<file path="src/rtl/hex_uart_printer_pkg.sv">
// ============================================================================
// Module   : hex_uart_printer_pkg
// Brief    : Shared UART frame constants, ASCII codes, printer state type and
//            the nibble-to-ASCII conversion used by the hex printer.
// Revision : 1.0 - initial release
// ============================================================================
`default_nettype none

package hex_uart_printer_pkg;

  // 8N1 frame: start bit, 8 data bits LSB first, stop bit
  localparam logic START_BIT      = 1'b0;
  localparam logic STOP_BIT       = 1'b1;
  localparam int   BITS_PER_FRAME = 10;

  localparam logic [7:0] ASCII_CR = 8'h0D;
  localparam logic [7:0] ASCII_LF = 8'h0A;

  typedef enum logic {
    IDLE = 1'b0,
    SEND = 1'b1
  } state_t;

  // 0-9 map to '0'-'9', 10-15 map to lowercase 'a'-'f' ('a' - 10 = 0x57)
  function automatic logic [7:0] nibble_to_ascii(input logic [3:0] nib);
    if (nib < 4'd10) begin
      return 8'h30 + {4'h0, nib};
    end
    return 8'h57 + {4'h0, nib};
  endfunction

endpackage

`default_nettype wire

</file>
<file path="src/rtl/hex_uart_printer_if.sv">
// ============================================================================
// Module   : hex_uart_printer_if
// Brief    : Word handshake plus UART pad signals of the hex printer.
//            master = word producer side, slave = printer side.
// Revision : 1.0 - initial release
// ============================================================================
`default_nettype none

interface hex_uart_printer_if #(
  parameter int WORD_NIBBLES = 4
);

  logic [4*WORD_NIBBLES-1:0] in_data;
  logic                      in_valid;
  logic                      in_ready;
  logic                      tx;
  logic                      busy;

  modport master (
    output in_data,
    output in_valid,
    input  in_ready,
    input  tx,
    input  busy
  );

  modport slave (
    input  in_data,
    input  in_valid,
    output in_ready,
    output tx,
    output busy
  );

endinterface

`default_nettype wire

</file>
<file path="src/rtl/hex_uart_printer_uart_tx_byte.sv">
// ============================================================================
// Module   : uart_tx_byte
// Brief    : 8N1 byte serialiser. ready_o is high when idle and also during
//            the last cycle of the stop bit, so a start in that cycle chains
//            the next frame with no idle gap.
// Revision : 1.0 - initial release
// ============================================================================
`default_nettype none

module uart_tx_byte
  import hex_uart_printer_pkg::*;
#(
  parameter int CLKS_PER_BIT = 104
) (
  input  wire logic       clk_i,
  input  wire logic       rst_i,
  input  wire logic       start_i,
  input  wire logic [7:0] data_i,
  output logic            tx_o,
  output logic            ready_o
);

  localparam int               CNT_W    = $clog2(CLKS_PER_BIT);
  localparam logic [CNT_W-1:0] CNT_LAST = CNT_W'(CLKS_PER_BIT - 1);
  localparam logic [3:0]       BIT_LAST = 4'(BITS_PER_FRAME - 1);
  localparam logic [3:0]       BIT_MSB  = 4'd8;

  logic             active_q;
  logic             tx_q;
  logic [7:0]       data_q;
  logic [3:0]       bit_idx_q;
  logic [CNT_W-1:0] cnt_q;
  logic             bit_end;

  assign bit_end = (cnt_q == CNT_LAST);
  assign ready_o = ~active_q | (bit_end & (bit_idx_q == BIT_LAST));
  assign tx_o    = tx_q;

  // Bit timing and frame sequencing; tx is registered so reset forces the line idle at once
  always_ff @(posedge clk_i or posedge rst_i) begin
    if (rst_i) begin
      active_q  <= 1'b0;
      tx_q      <= STOP_BIT;
      data_q    <= '0;
      bit_idx_q <= '0;
      cnt_q     <= '0;
    end else if (ready_o && start_i) begin
      active_q  <= 1'b1;
      tx_q      <= START_BIT;
      data_q    <= data_i;
      bit_idx_q <= '0;
      cnt_q     <= '0;
    end else if (active_q) begin
      if (!bit_end) begin
        cnt_q <= cnt_q + CNT_W'(1);
      end else begin
        cnt_q <= '0;
        if (bit_idx_q == BIT_LAST) begin
          active_q  <= 1'b0;
          bit_idx_q <= '0;
        end else begin
          bit_idx_q <= bit_idx_q + 4'd1;
          // frame bit n+1 carries data bit n; after data bit 7 comes the stop bit
          tx_q      <= (bit_idx_q == BIT_MSB) ? STOP_BIT : data_q[bit_idx_q[2:0]];
        end
      end
    end
  end

endmodule

`default_nettype wire

</file>
<file path="src/rtl/hex_uart_printer.sv">
// ============================================================================
// Module   : hex_uart_printer
// Brief    : Accepts one word per valid/ready handshake and prints it on the
//            UART as lowercase hex, MSB nibble first, followed by CR LF.
// Revision : 1.0 - initial release
// ============================================================================
`default_nettype none

module hex_uart_printer
  import hex_uart_printer_pkg::*;
#(
  parameter int CLKS_PER_BIT = 104,
  parameter int WORD_NIBBLES = 4
) (
  input  wire logic          clk_i,
  input  wire logic          rst_i,
  hex_uart_printer_if.slave  bus
);

  localparam int                DATA_W   = 4 * WORD_NIBBLES;
  localparam int                NCHARS   = WORD_NIBBLES + 2;
  localparam int                CIDX_W   = $clog2(NCHARS);
  localparam logic [CIDX_W-1:0] LAST_IDX = CIDX_W'(NCHARS - 1);
  localparam logic [CIDX_W-1:0] CR_IDX   = CIDX_W'(WORD_NIBBLES);

  state_t            state_q;
  logic              in_ready_q;
  logic              busy_q;
  logic [DATA_W-1:0] shift_q;      // top nibble is the next digit still to be sent
  logic [CIDX_W-1:0] char_idx_q;   // index of the character currently on the wire
  logic [CIDX_W-1:0] next_idx;
  logic              accept;
  logic              byte_start;
  logic              byte_ready;
  logic [7:0]        byte_data;
  logic              tx_w;

  assign accept   = (state_q == IDLE) & in_ready_q & bus.in_valid;
  assign next_idx = char_idx_q + CIDX_W'(1);

  // Pick the character for the serialiser: first digit straight from the bus
  // on accept, later digits from the shift register, then CR and LF
  always_comb begin
    byte_start = 1'b0;
    byte_data  = nibble_to_ascii(bus.in_data[DATA_W-1 -: 4]);
    if (state_q == IDLE) begin
      byte_start = accept;
    end else begin
      byte_start = byte_ready && (char_idx_q != LAST_IDX);
      if (next_idx < CR_IDX) begin
        byte_data = nibble_to_ascii(shift_q[DATA_W-1 -: 4]);
      end else if (next_idx == CR_IDX) begin
        byte_data = ASCII_CR;
      end else begin
        byte_data = ASCII_LF;
      end
    end
  end

  // Handshake and character sequencing FSM
  always_ff @(posedge clk_i or posedge rst_i) begin
    if (rst_i) begin
      state_q    <= IDLE;
      in_ready_q <= 1'b0;
      busy_q     <= 1'b0;
      shift_q    <= '0;
      char_idx_q <= '0;
    end else begin
      case (state_q)
        IDLE: begin
          if (accept) begin
            shift_q    <= bus.in_data << 4;
            char_idx_q <= '0;
            in_ready_q <= 1'b0;
            busy_q     <= 1'b1;
            state_q    <= SEND;
          end else begin
            in_ready_q <= 1'b1;
            busy_q     <= 1'b0;
          end
        end
        SEND: begin
          if (byte_ready) begin
            if (char_idx_q == LAST_IDX) begin
              char_idx_q <= '0;
              in_ready_q <= 1'b1;
              busy_q     <= 1'b0;
              state_q    <= IDLE;
            end else begin
              char_idx_q <= next_idx;
              if (next_idx < CR_IDX) begin
                shift_q <= shift_q << 4;
              end
            end
          end
        end
      endcase
    end
  end

  uart_tx_byte #(
    .CLKS_PER_BIT (CLKS_PER_BIT)
  ) u_tx (
    .clk_i   (clk_i),
    .rst_i   (rst_i),
    .start_i (byte_start),
    .data_i  (byte_data),
    .tx_o    (tx_w),
    .ready_o (byte_ready)
  );

  assign bus.in_ready = in_ready_q;
  assign bus.busy     = busy_q;
  assign bus.tx       = tx_w;

endmodule

`default_nettype wire

</file>
<file path="src/flat_wrapper.sv">
// flat-port wrapper written by rule: the top's interface ports become plain ports
module hex_uart_printer_flat import hex_uart_printer_pkg::*;
#(
  parameter int CLKS_PER_BIT = 104,
  parameter int WORD_NIBBLES = 4
)
  (clk_i, rst_i, bus_in_data, bus_in_valid, bus_in_ready, bus_tx, bus_busy);
  hex_uart_printer_if #(.WORD_NIBBLES(WORD_NIBBLES)) bus_i ();
  input  wire logic clk_i;
  input  wire logic rst_i;
  input wire logic [$bits(bus_i.in_data)-1:0] bus_in_data;
  input wire logic [$bits(bus_i.in_valid)-1:0] bus_in_valid;
  output wire logic [$bits(bus_i.in_ready)-1:0] bus_in_ready;
  output wire logic [$bits(bus_i.tx)-1:0] bus_tx;
  output wire logic [$bits(bus_i.busy)-1:0] bus_busy;
  assign bus_i.in_data = bus_in_data;
  assign bus_i.in_valid = bus_in_valid;
  assign bus_in_ready = bus_i.in_ready;
  assign bus_tx = bus_i.tx;
  assign bus_busy = bus_i.busy;
  hex_uart_printer #(.CLKS_PER_BIT(CLKS_PER_BIT), .WORD_NIBBLES(WORD_NIBBLES)) u_core (.clk_i(clk_i), .rst_i(rst_i), .bus(bus_i));
endmodule
</file>
<file path="config.mk">
export PLATFORM = sky130hd
export DESIGN_NAME = hex_uart_printer_flat
export DESIGN_NICKNAME = d
export VERILOG_FILES = /design/src/rtl/hex_uart_printer_pkg.sv /design/src/rtl/hex_uart_printer_if.sv /design/src/rtl/hex_uart_printer_uart_tx_byte.sv /design/src/rtl/hex_uart_printer.sv /design/src/flat_wrapper.sv
export SDC_FILE = /design/constraint.sdc
export NUM_CORES = 1
export LEC_CHECK = 0
export ABC_CLOCK_PERIOD_IN_PS = 4600
export CAP_MARGIN = 15
export CORE_MARGIN = 2
export CORE_UTILIZATION = 50
export DETAILED_ROUTE_END_ITERATION = 10
export HOLD_SLACK_MARGIN = 0.06
export PLACE_DENSITY = 0.72
export RECOVER_POWER = 50
export REMOVE_ABC_BUFFERS = 1
export SKIP_CTS_REPAIR_TIMING = 1
export SLEW_MARGIN = 20
export SYNTH_ARGS = -nofsm -noshare
export SYNTH_HDL_FRONTEND = slang
export SYNTH_SLANG_ARGS = --single-unit
</file>
<file path="constraint.sdc">
create_clock -name clk_i -period 4.6 [get_ports clk_i]
set_input_delay 0.92 -clock clk_i [delete_from_list [all_inputs] [get_ports clk_i]]
set_output_delay 0.92 -clock clk_i [all_outputs]
set_load 0.005 [all_outputs]
</file>
==> run metrics, run 1 <==
die span in y=just under 70 µm; GRT Util Overall=20.7%; GRT overflow=0; Post-synth EDFFs=0; HPWL after DPL=3270 µm; Post-Syn Area per Cell=10.5 µm²; vias in the first global route=about 1700; Initial Util=52.6%; crit end category=asynchronous set/reset pin; register area share after synthesis=44.9%; total power=738 µW; leak pwr=1.14 nW; Post-Place Cells=~270; Core Area=4030 µm²; share of layout cells above drive strength 1=12.9%; Worst Skew=0.00451 ns; antenna fix cells=0; final hold slack=between 0.5 and 0.6 ns; Max Fclk=342 MHz; status=complete, but fails checks; Post-Syn Area=about 2100 µm²; routed via count=1640; global-route wire length before repair=7860 µm; worst setup margin=between 1.5 and 2 ns; Via density=5.99; RD Place Congestion=0.835; RSZ-0062 raised after global routing=no; Clock Path Buffers=2; commonest non-fill, non-tap cell in the layout=dfrtp_1; Multi-input gate area=1080 µm²; FF+latch count, synth=38; Slew HR=-32.8%; most frequent cells in the layout=dfrtp_1 (37), clkdlybuf4s50_1 (20), nand2_1 (17); IO buf count=21; TritonCTS Buffers=5; period utilization=63.5%; failing checks=max-capacitance violations, max-slew violations; TNS Setup=0 ns; CP Class=in -> async; top post-synthesis cells by area=dfrtp_1 (44%), mux2_2 (6.9%), mux2i_1 (3.8%); largest net degree at the start of global routing=39; Worst EP required=4.62 ns; pin slew with the least headroom to its limit=between 1.5 and 2 ns; library cells used by synthesis=49; Routed WL=4450 µm; I/O Pins=22; TritonCTS clock tree=done; min Tclk post-route=2.92 ns; cell row count=23; clk sink count=38; Root Buffer=clkbuf_8; # DRC=0; Cells after Synth=202; DRT Pass-1 Iters=4; remaining antenna violation count=0; Hold WC Path Type=reg -> reg; Die Footprint=around 4800 µm²; count of final setup violators=0; Final Max Slew Viols=39; htree depth=2; net count reported at finish=248; post-synth top area share=43.7%; Crit Path Max Fanout=38; clock transition at the registers of the reported paths=0.07 ns; WP data arrival=just under 3 ns; Post-synth ARST share=100%; First DRT Iteration DRCs=105; synthesis-to-finish area growth=17.9%; Peak VDD IR=0.143 mV; fin cells=274; fillers=326; type of origin of the critical path=input port; Final Hold Vio Count=0; max_cap viols=1; Setup WS pre-CTS=roughly 1.7 ns; power per cell area=roughly 300 nW/µm²; R2R setup slack=2.02 ns; Clock Latency Late Sink=approximately 0.30 ns; antenna violations before repair=0; cell taking the most area after synthesis=dfrtp_1; drt wl/cell=16.2 µm; area occupied by registers=between 900 and 1000 µm²; Ys Warns=0; Synth Flop Type=dfrtp_1; Die Span X=69.1 µm
[flip-flops by register name (all words and copies together) (netlist names), 3 cells and up]
register and cells:
u_core.u_tx.bit_idx_q 4, u_core.u_tx.data_q 7, u_core.u_tx.cnt_q 7, u_core.char_idx_q 3, u_core.shift_q 12
[cell families after synthesis]
logic type                 synth area share [%]
DFF                                        44.9
xor gates and xnor gates                   1.65
adders and majority gates                  3.54
and+or+nand+nor                            11.6
muxes                                      13.9
buffers and inverters                      4.13
AOI/OAI and AO/OA                          20.2
[layer usage]
layer  share of wire (%)  wire length [µm]  vias up  track usage (%)
met1                  42              1880      821             24.6
met2                  53              2350       28             35.5
met4                 2.0                88        0             10.7
met5                   0                 0        -                0
li1                    -                 -      783                -
met3                 2.8               124        8             3.95
[through the flow]
step / instance area, µm² / utilization [%]
after floorplan: 2080 / -
after global placement: 2360 / 58.6
after detailed placement: 2360 / 58.6
after CTS: 2500 / 62.1
after global routing: 2500 / 62.0
final: 2500 / 62.0
[worst max-delay path: stages]
cell and delay [ns]:
dlygate4sd3_1 0.53, inv_1 0.05, clkbuf_1 1.42
[power by group]
| group | switching (mW) | internal (mW) | leakage, nW |
|---|---|---|---|
| sequential | 0.00333 | 0.337 | 0.473 |
| combinational | 0.0193 | 0.0237 | 0.597 |
| clock | 0.123 | 0.231 | 0.0714 |
| total | 0.146 | 0.592 | 1.14 |
[Yosys cell counts (5+ instances only)]
cell       n
a21oi_1    7
a22o_1     7
clkbuf_1   6
dfrtp_1   37
ha_1       6
inv_1     13
mux2_2    13
mux2i_1    8
nand2_1   17
nand3_1    7
nor2_1     5
o21ai_0   15
o31ai_1    5
[layout make-up]
cell class                      count  share of cell area (%)
Sequential cell                    38                    38.1
Timing Repair Buffer               22                    8.56
Clock buffer                        6                    3.30
Tap cell                           50                    2.50
Inverter                           13                    1.95
Clock inverter                      2                    2.40
Multi-Input combinational cell    143                    43.2
[path summary, 6_finish.rpt]
path	from	to	cells after the start
max	rst_i	u_core.shift_q[13]	3
min	u_core.shift_q[5]	u_core.shift_q[5]	1
max reg2reg	u_core.state_q	u_core.shift_q[10]	4
min reg2reg	u_core.shift_q[5]	u_core.shift_q[5]	1
max in group clk_i	bus_in_valid	u_core.u_tx.bit_idx_q[0]	5
min in group asynchronous	rst_i	u_core.shift_q[4]	3
Power figures use the tool's default switching activity.
==> run 2, diff against run 1 <==
--- a/config.mk
+++ b/config.mk
@@ -5,7 +5,7 @@
 export SDC_FILE = /design/constraint.sdc
 export NUM_CORES = 1
 export LEC_CHECK = 0
-export ABC_CLOCK_PERIOD_IN_PS = 4600
+export ABC_CLOCK_PERIOD_IN_PS = 2700
 export CAP_MARGIN = 15
 export CORE_MARGIN = 2
 export CORE_UTILIZATION = 50
==> constraint.sdc (replaced) <==
create_clock -name clk_i -period 2.7 [get_ports clk_i]
set_input_delay 0.54 -clock clk_i [delete_from_list [all_inputs] [get_ports clk_i]]
set_output_delay 0.54 -clock clk_i [all_outputs]
set_load 0.005 [all_outputs]
==> run 2 against run 1 <==
  * The run now ends clean
  * Sequential share of layout area grew 0.25 points
  * Final cell count grew 1.1%
  * Register-to-register slack got worse by 1.7 ns
  * Via count decreased by 0.24%
  * Worst hold slack lost 0.0035 ns
  * Wire length decreased by 1.9%
  * Core utilization decreased by 0.40 points
  * Clock power is 33% higher
  * Global-route usage down 0.85 points
  * Power up 52%
  * Critical endpoint is now u_core.shift_q[10]
==> run metrics, run 2 (same netlist as run 1, synthesis figures left out) <==
status=completed; cell row count=23 (unchanged); share of layout cells above drive strength 1=13.2% (+0.27 points); Routed WL=4360 µm (-1.9%); synthesis-to-finish area growth=17.2%; power per cell area=453 nW/µm² (+53%); Via density=5.91 (-1.3%); min Tclk post-route=2.39 ns; leak pwr=1.14 nW (-0.46%); GRT overflow=0 (unchanged); TritonCTS clock tree=done; Initial Util=52.6% (unchanged); Largest regs=u_core.shift_q x12, u_core.u_tx.cnt_q x7, u_core.u_tx.data_q x7; vias in the first global route=1634 (-4.4%); pin slew with the least headroom to its limit=0.918 ns (-1.07 ns); clk sink count=38 (unchanged); IO buf count=21 (unchanged); htree depth=2 (unchanged); DRT Pass-1 Iters=4 (unchanged); Max Fclk=418 MHz; routed via count=1636 (-0.24%); First DRT Iteration DRCs=97 (-7.6%); Peak VDD IR=0.285 mV (+100%); largest net degree at the start of global routing=39 (unchanged); die span in y=69.1 µm (unchanged); I/O Pins=22 (unchanged); CP Class=reg -> reg; crit end category=flop; GRT Util Overall=19.9% (-0.85 points); Hold WC Path Type=reg -> reg; Die Span X=69.1 µm (unchanged); Clock Path Buffers=2 (unchanged); RD Place Congestion=0.845 (+1.2%); type of origin of the critical path=flop; Crit Path Max Fanout=12 (-68%); Worst EP required=2.87 ns (-1.75 ns); period utilization=88.6%; Slew HR=38.8% (+72 points); Clock Latency Late Sink=0.29 ns (about the same); Worst Skew=0.00856 ns (+0.00405 ns); commonest non-fill, non-tap cell in the layout=dfrtp_1; most frequent cells in the layout=dfrtp_1 (37), clkdlybuf4s50_1 (20), nand2_1 (17); antenna violations before repair=0 (unchanged); net count reported at finish=251 (+1.2%); Final Max Slew Viols=0 (-100%); Reg with most FFs=u_core.shift_q; Root Buffer=clkbuf_8; Largest register FFs=12 (unchanged); WP data arrival=2.56 ns (-0.38 ns); drt wl/cell=15.7 µm (-3.0%); RSZ-0062 raised after global routing=no; global-route wire length before repair=7570 µm (-3.7%); count of final setup violators=0 (unchanged); total power=1.13 mW (+52%); Final Hold Vio Count=0 (unchanged); # DRC=0 (unchanged); clock transition at the registers of the reported paths=0.07 ns (about the same); fillers=327 (+0.31%); TNS Setup=0 ns (unchanged); Core Area=4030 µm² (unchanged); HPWL after DPL=3260 µm (-0.37%); antenna fix cells=0 (unchanged); TritonCTS Buffers=5 (unchanged); Die Footprint=4780 µm² (unchanged); remaining antenna violation count=0 (unchanged); max_cap viols=0 (-1)
run 2: changes by cell type in the layout (fill, tap and decap cells not counted), sizes merged:
cell	change
buf	+2
clkbuf	+2
bufinv	-1
run 2: worst paths after layout:
kind                                                from            endpoint  slack, ns  cells after the start
worst max-delay path            u_core.u_tx.bit_idx_q[1]  u_core.shift_q[10]       0.31                      6
worst min-delay path                   u_core.shift_q[6]   u_core.shift_q[6]       0.51                      1
worst max register to register  u_core.u_tx.bit_idx_q[1]  u_core.shift_q[10]       0.31                      6
worst min register to register         u_core.shift_q[6]   u_core.shift_q[6]       0.51                      1
max in group asynchronous                          rst_i  u_core.shift_q[15]       1.14                      3
min in group asynchronous                          rst_i   u_core.shift_q[7]       0.98                      3
run 2: final cells by class:
cell class | count | area [µm²] | share of cell area, %
clock buffers | 7 | 76.3 | 3.07
clock inverters | 1 | 30.0 | 1.21
inverters | 13 | 48.8 | 1.96
multi-input cells | 143 | 1080 | 43.5
flip-flops and latches | 38 | 952 | 38.3
well taps | 50 | 62.6 | 2.52
repair buffers | 25 | 234 | 9.42
run 2: power breakdown:
part           total [mW]  internal (mW)  switching [mW]
Sequential          0.580          0.575         0.00532
Combinational      0.0731         0.0406          0.0325
Clock               0.472          0.276           0.195
run 2: metal layers:
metal  track usage, %  vias up  routed length [µm]  share of wire, %
met2             33.7       32                2260                52
li1                 -      796                   -                 -
met5                0        -                   0                 0
met1             24.9      800                1910                44
met3             4.97        8                 131               3.0
met4             6.32        0                  65               1.5
run 2: per-stage QoR:
| stage | cells | utilization, % | cell area [µm²] | setup slack, ns | hold slack [ns] |
|---|---|---|---|---|---|
| floorplan | 194 | - | 2080 | 0.544 | 0.461 |
| global route | 277 | 61.6 | 2480 | 0.145 | 0.533 |
| CTS | 277 | 61.8 | 2490 | 0.322 | 0.512 |
| finish | 277 | 61.6 | 2480 | 0.307 | 0.510 |
| detailed placement | 269 | 59.2 | 2380 | 0.319 | 0.489 |
| global placement | 269 | 59.2 | 2380 | 0.380 | 0.490 |
run 2: critical path: stages, from the launching register on:
cell	delay (ns)
dfrtp_1	0.48
inv_1	0.12
ha_1	0.21
nand3b_1	0.15
o31a_1	0.33
o31a_1	0.58
mux2_2	0.40
==> run 3, diff against run 2 <==
--- a/config.mk
+++ b/config.mk
@@ -13,7 +13,6 @@
 export HOLD_SLACK_MARGIN = 0.06
 export PLACE_DENSITY = 0.72
 export RECOVER_POWER = 50
-export REMOVE_ABC_BUFFERS = 1
 export SKIP_CTS_REPAIR_TIMING = 1
 export SLEW_MARGIN = 20
 export SYNTH_ARGS = -nofsm -noshare
==> constraint.sdc (replaced) <==
create_clock -name clk_i -period 2.7 [get_ports clk_i]
set_input_delay 0.54 -clock clk_i [delete_from_list [all_inputs] [get_ports clk_i]]
set_output_delay 0.54 -clock clk_i [all_outputs]
set_load 0.1 [all_outputs]
==> run 3 against run 2 <==
  * Setup slack worse by 0.022 ns
  * Sequential share of layout area is 0.12 points higher
  * Clock skew up 0.0021 ns
  * Critical path depth unchanged
  * Wire length up 1.1%
==> run metrics, run 3 (same netlist as run 1, synthesis figures left out) <==
largest net degree at the start of global routing=39 (unchanged); share of layout cells above drive strength 1=14.5% (+1.3 points); antenna violations before repair=0 (unchanged); GRT overflow=0 (unchanged); crit end category=flop; First DRT Iteration DRCs=196 (+100%); Slew HR=23.0% (-16 points); Largest regs=u_core.shift_q x12, u_core.u_tx.cnt_q x7, u_core.u_tx.data_q x7; Root Buffer=clkbuf_8; Max Fclk=414 MHz (-0.92%); Core Area=4030 µm² (unchanged); leak pwr=1.14 nW (+0.45%); Final Max Slew Viols=0 (unchanged); fin util=61.5% (-0.19 points); I/O Pins=22 (unchanged); max_cap viols=0 (unchanged); total power=1.13 mW (+0.19%); vias in the first global route=1700 (+4.0%); # DRC=0 (unchanged); Reg with most FFs=u_core.shift_q; remaining antenna violation count=0 (unchanged); final hold slack=0.507 ns (-0.00353 ns); Clock Path Buffers=2 (unchanged); routed via count=1652 (+0.98%); syn_nets=227; Setup WS pre-CTS=0.300 ns (-0.0193 ns); Final Hold Vio Count=0 (unchanged); Initial Util=52.6% (unchanged); fillers=337 (+3.1%); TritonCTS clock tree=done; min Tclk post-route=2.42 ns (+0.0221 ns); net count reported at finish=251 (unchanged); Multi-input gate area=1080 µm² (unchanged); RSZ-0062 raised after global routing=no; count of final setup violators=0 (unchanged); worst setup margin=0.285 ns (-0.0221 ns); RD Place Congestion=0.830 (-1.7%); Routed WL=4410 µm (+1.1%); TritonCTS Buffers=5 (unchanged); period utilization=89.4% (+0.82 points); drt wl/cell=15.9 µm (+1.1%); Via density=5.96 (+0.98%); Worst Skew=0.0106 ns (+0.00206 ns); commonest non-fill, non-tap cell in the layout=dfrtp_1; Peak VDD IR=0.452 mV (+59%); Clock Latency Late Sink=0.29 ns (about the same); status=completed; TNS Setup=0 ns (unchanged); htree depth=2 (unchanged); GRT Util Overall=19.7% (-0.20 points); Largest register FFs=12 (unchanged); power per cell area=455 nW/µm² (+0.49%); synthesis-to-finish area growth=16.8%; die span in y=69.1 µm (unchanged); CP Class=reg -> reg; global-route wire length before repair=7730 µm (+2.1%); Hold WC Path Type=reg -> reg; clk sink count=38 (unchanged); HPWL after DPL=3200 µm (-1.9%); Crit Path Max Fanout=12 (unchanged); DRT Pass-1 Iters=4 (unchanged); pin slew with the least headroom to its limit=1.16 ns (+0.242 ns); WP data arrival=2.58 ns (+0.02 ns); Worst EP required=2.86 ns (about the same); type of origin of the critical path=flop; area occupied by registers=952 µm² (unchanged); cell row count=23 (unchanged); most frequent cells in the layout=dfrtp_1 (37), nand2_1 (17), clkdlybuf4s50_1 (17); Die Span X=69.1 µm (unchanged); Die Footprint=4780 µm² (unchanged); clock transition at the registers of the reported paths=0.07 ns (about the same); antenna fix cells=0 (unchanged); IO buf count=21 (unchanged)
run 3: routing by layer:
metal	GRT usage, %	vias to the layer above	part of all wire, %
met2	34.6	45	51
met1	23.2	802	43
met5	0	-	0
li1	-	795	-
met4	8.06	0	1.9
met3	4.09	10	3.7
run 3: area by class of cell:
type	count	area share, %
inverter	13	1.97
tap	50	2.53
multi-input combinational	143	43.6
clock inverter	1	1.21
sequential	38	38.5
timing repair buffer	25	9.15
clock buffer	7	3.08
run 3: stage by stage:
| step | area (µm²) | cells |
|---|---|---|
| 6_report | 2480 | 277 |
| 3_3_place_gp | 2380 | 269 |
| 4_1_cts | 2480 | 277 |
| 3_5_place_dp | 2380 | 269 |
| 5_1_grt | 2480 | 277 |
| 2_1_floorplan | 2120 | 202 |
run 3: power by group:
group	leakage, nW	switching (mW)	internal [mW]
combinational	0.616	0.0330	0.0405
sequential	0.473	0.00550	0.575
clock	0.0524	0.197	0.277
total	1.14	0.235	0.892
run 3: worst paths after layout:
path	start	to	slack [ns]	depth (start not counted)
max	u_core.u_tx.bit_idx_q[1]	u_core.shift_q[11]	0.28	6
min	u_core.shift_q[6]	u_core.shift_q[6]	0.51	1
max reg2reg	u_core.u_tx.bit_idx_q[1]	u_core.shift_q[11]	0.28	6
min reg2reg	u_core.shift_q[6]	u_core.shift_q[6]	0.51	1
max in group asynchronous	rst_i	u_core.shift_q[12]	1.14	3
min in group asynchronous	rst_i	u_core.u_tx.active_q	0.98	3
run 3: worst max-delay path, cell delays in order, from the launching register on:
cell	delay, ns
dfrtp_1	0.48
inv_1	0.12
ha_1	0.21
nand3b_1	0.16
o31a_1	0.33
o31a_1	0.59
mux2_2	0.41
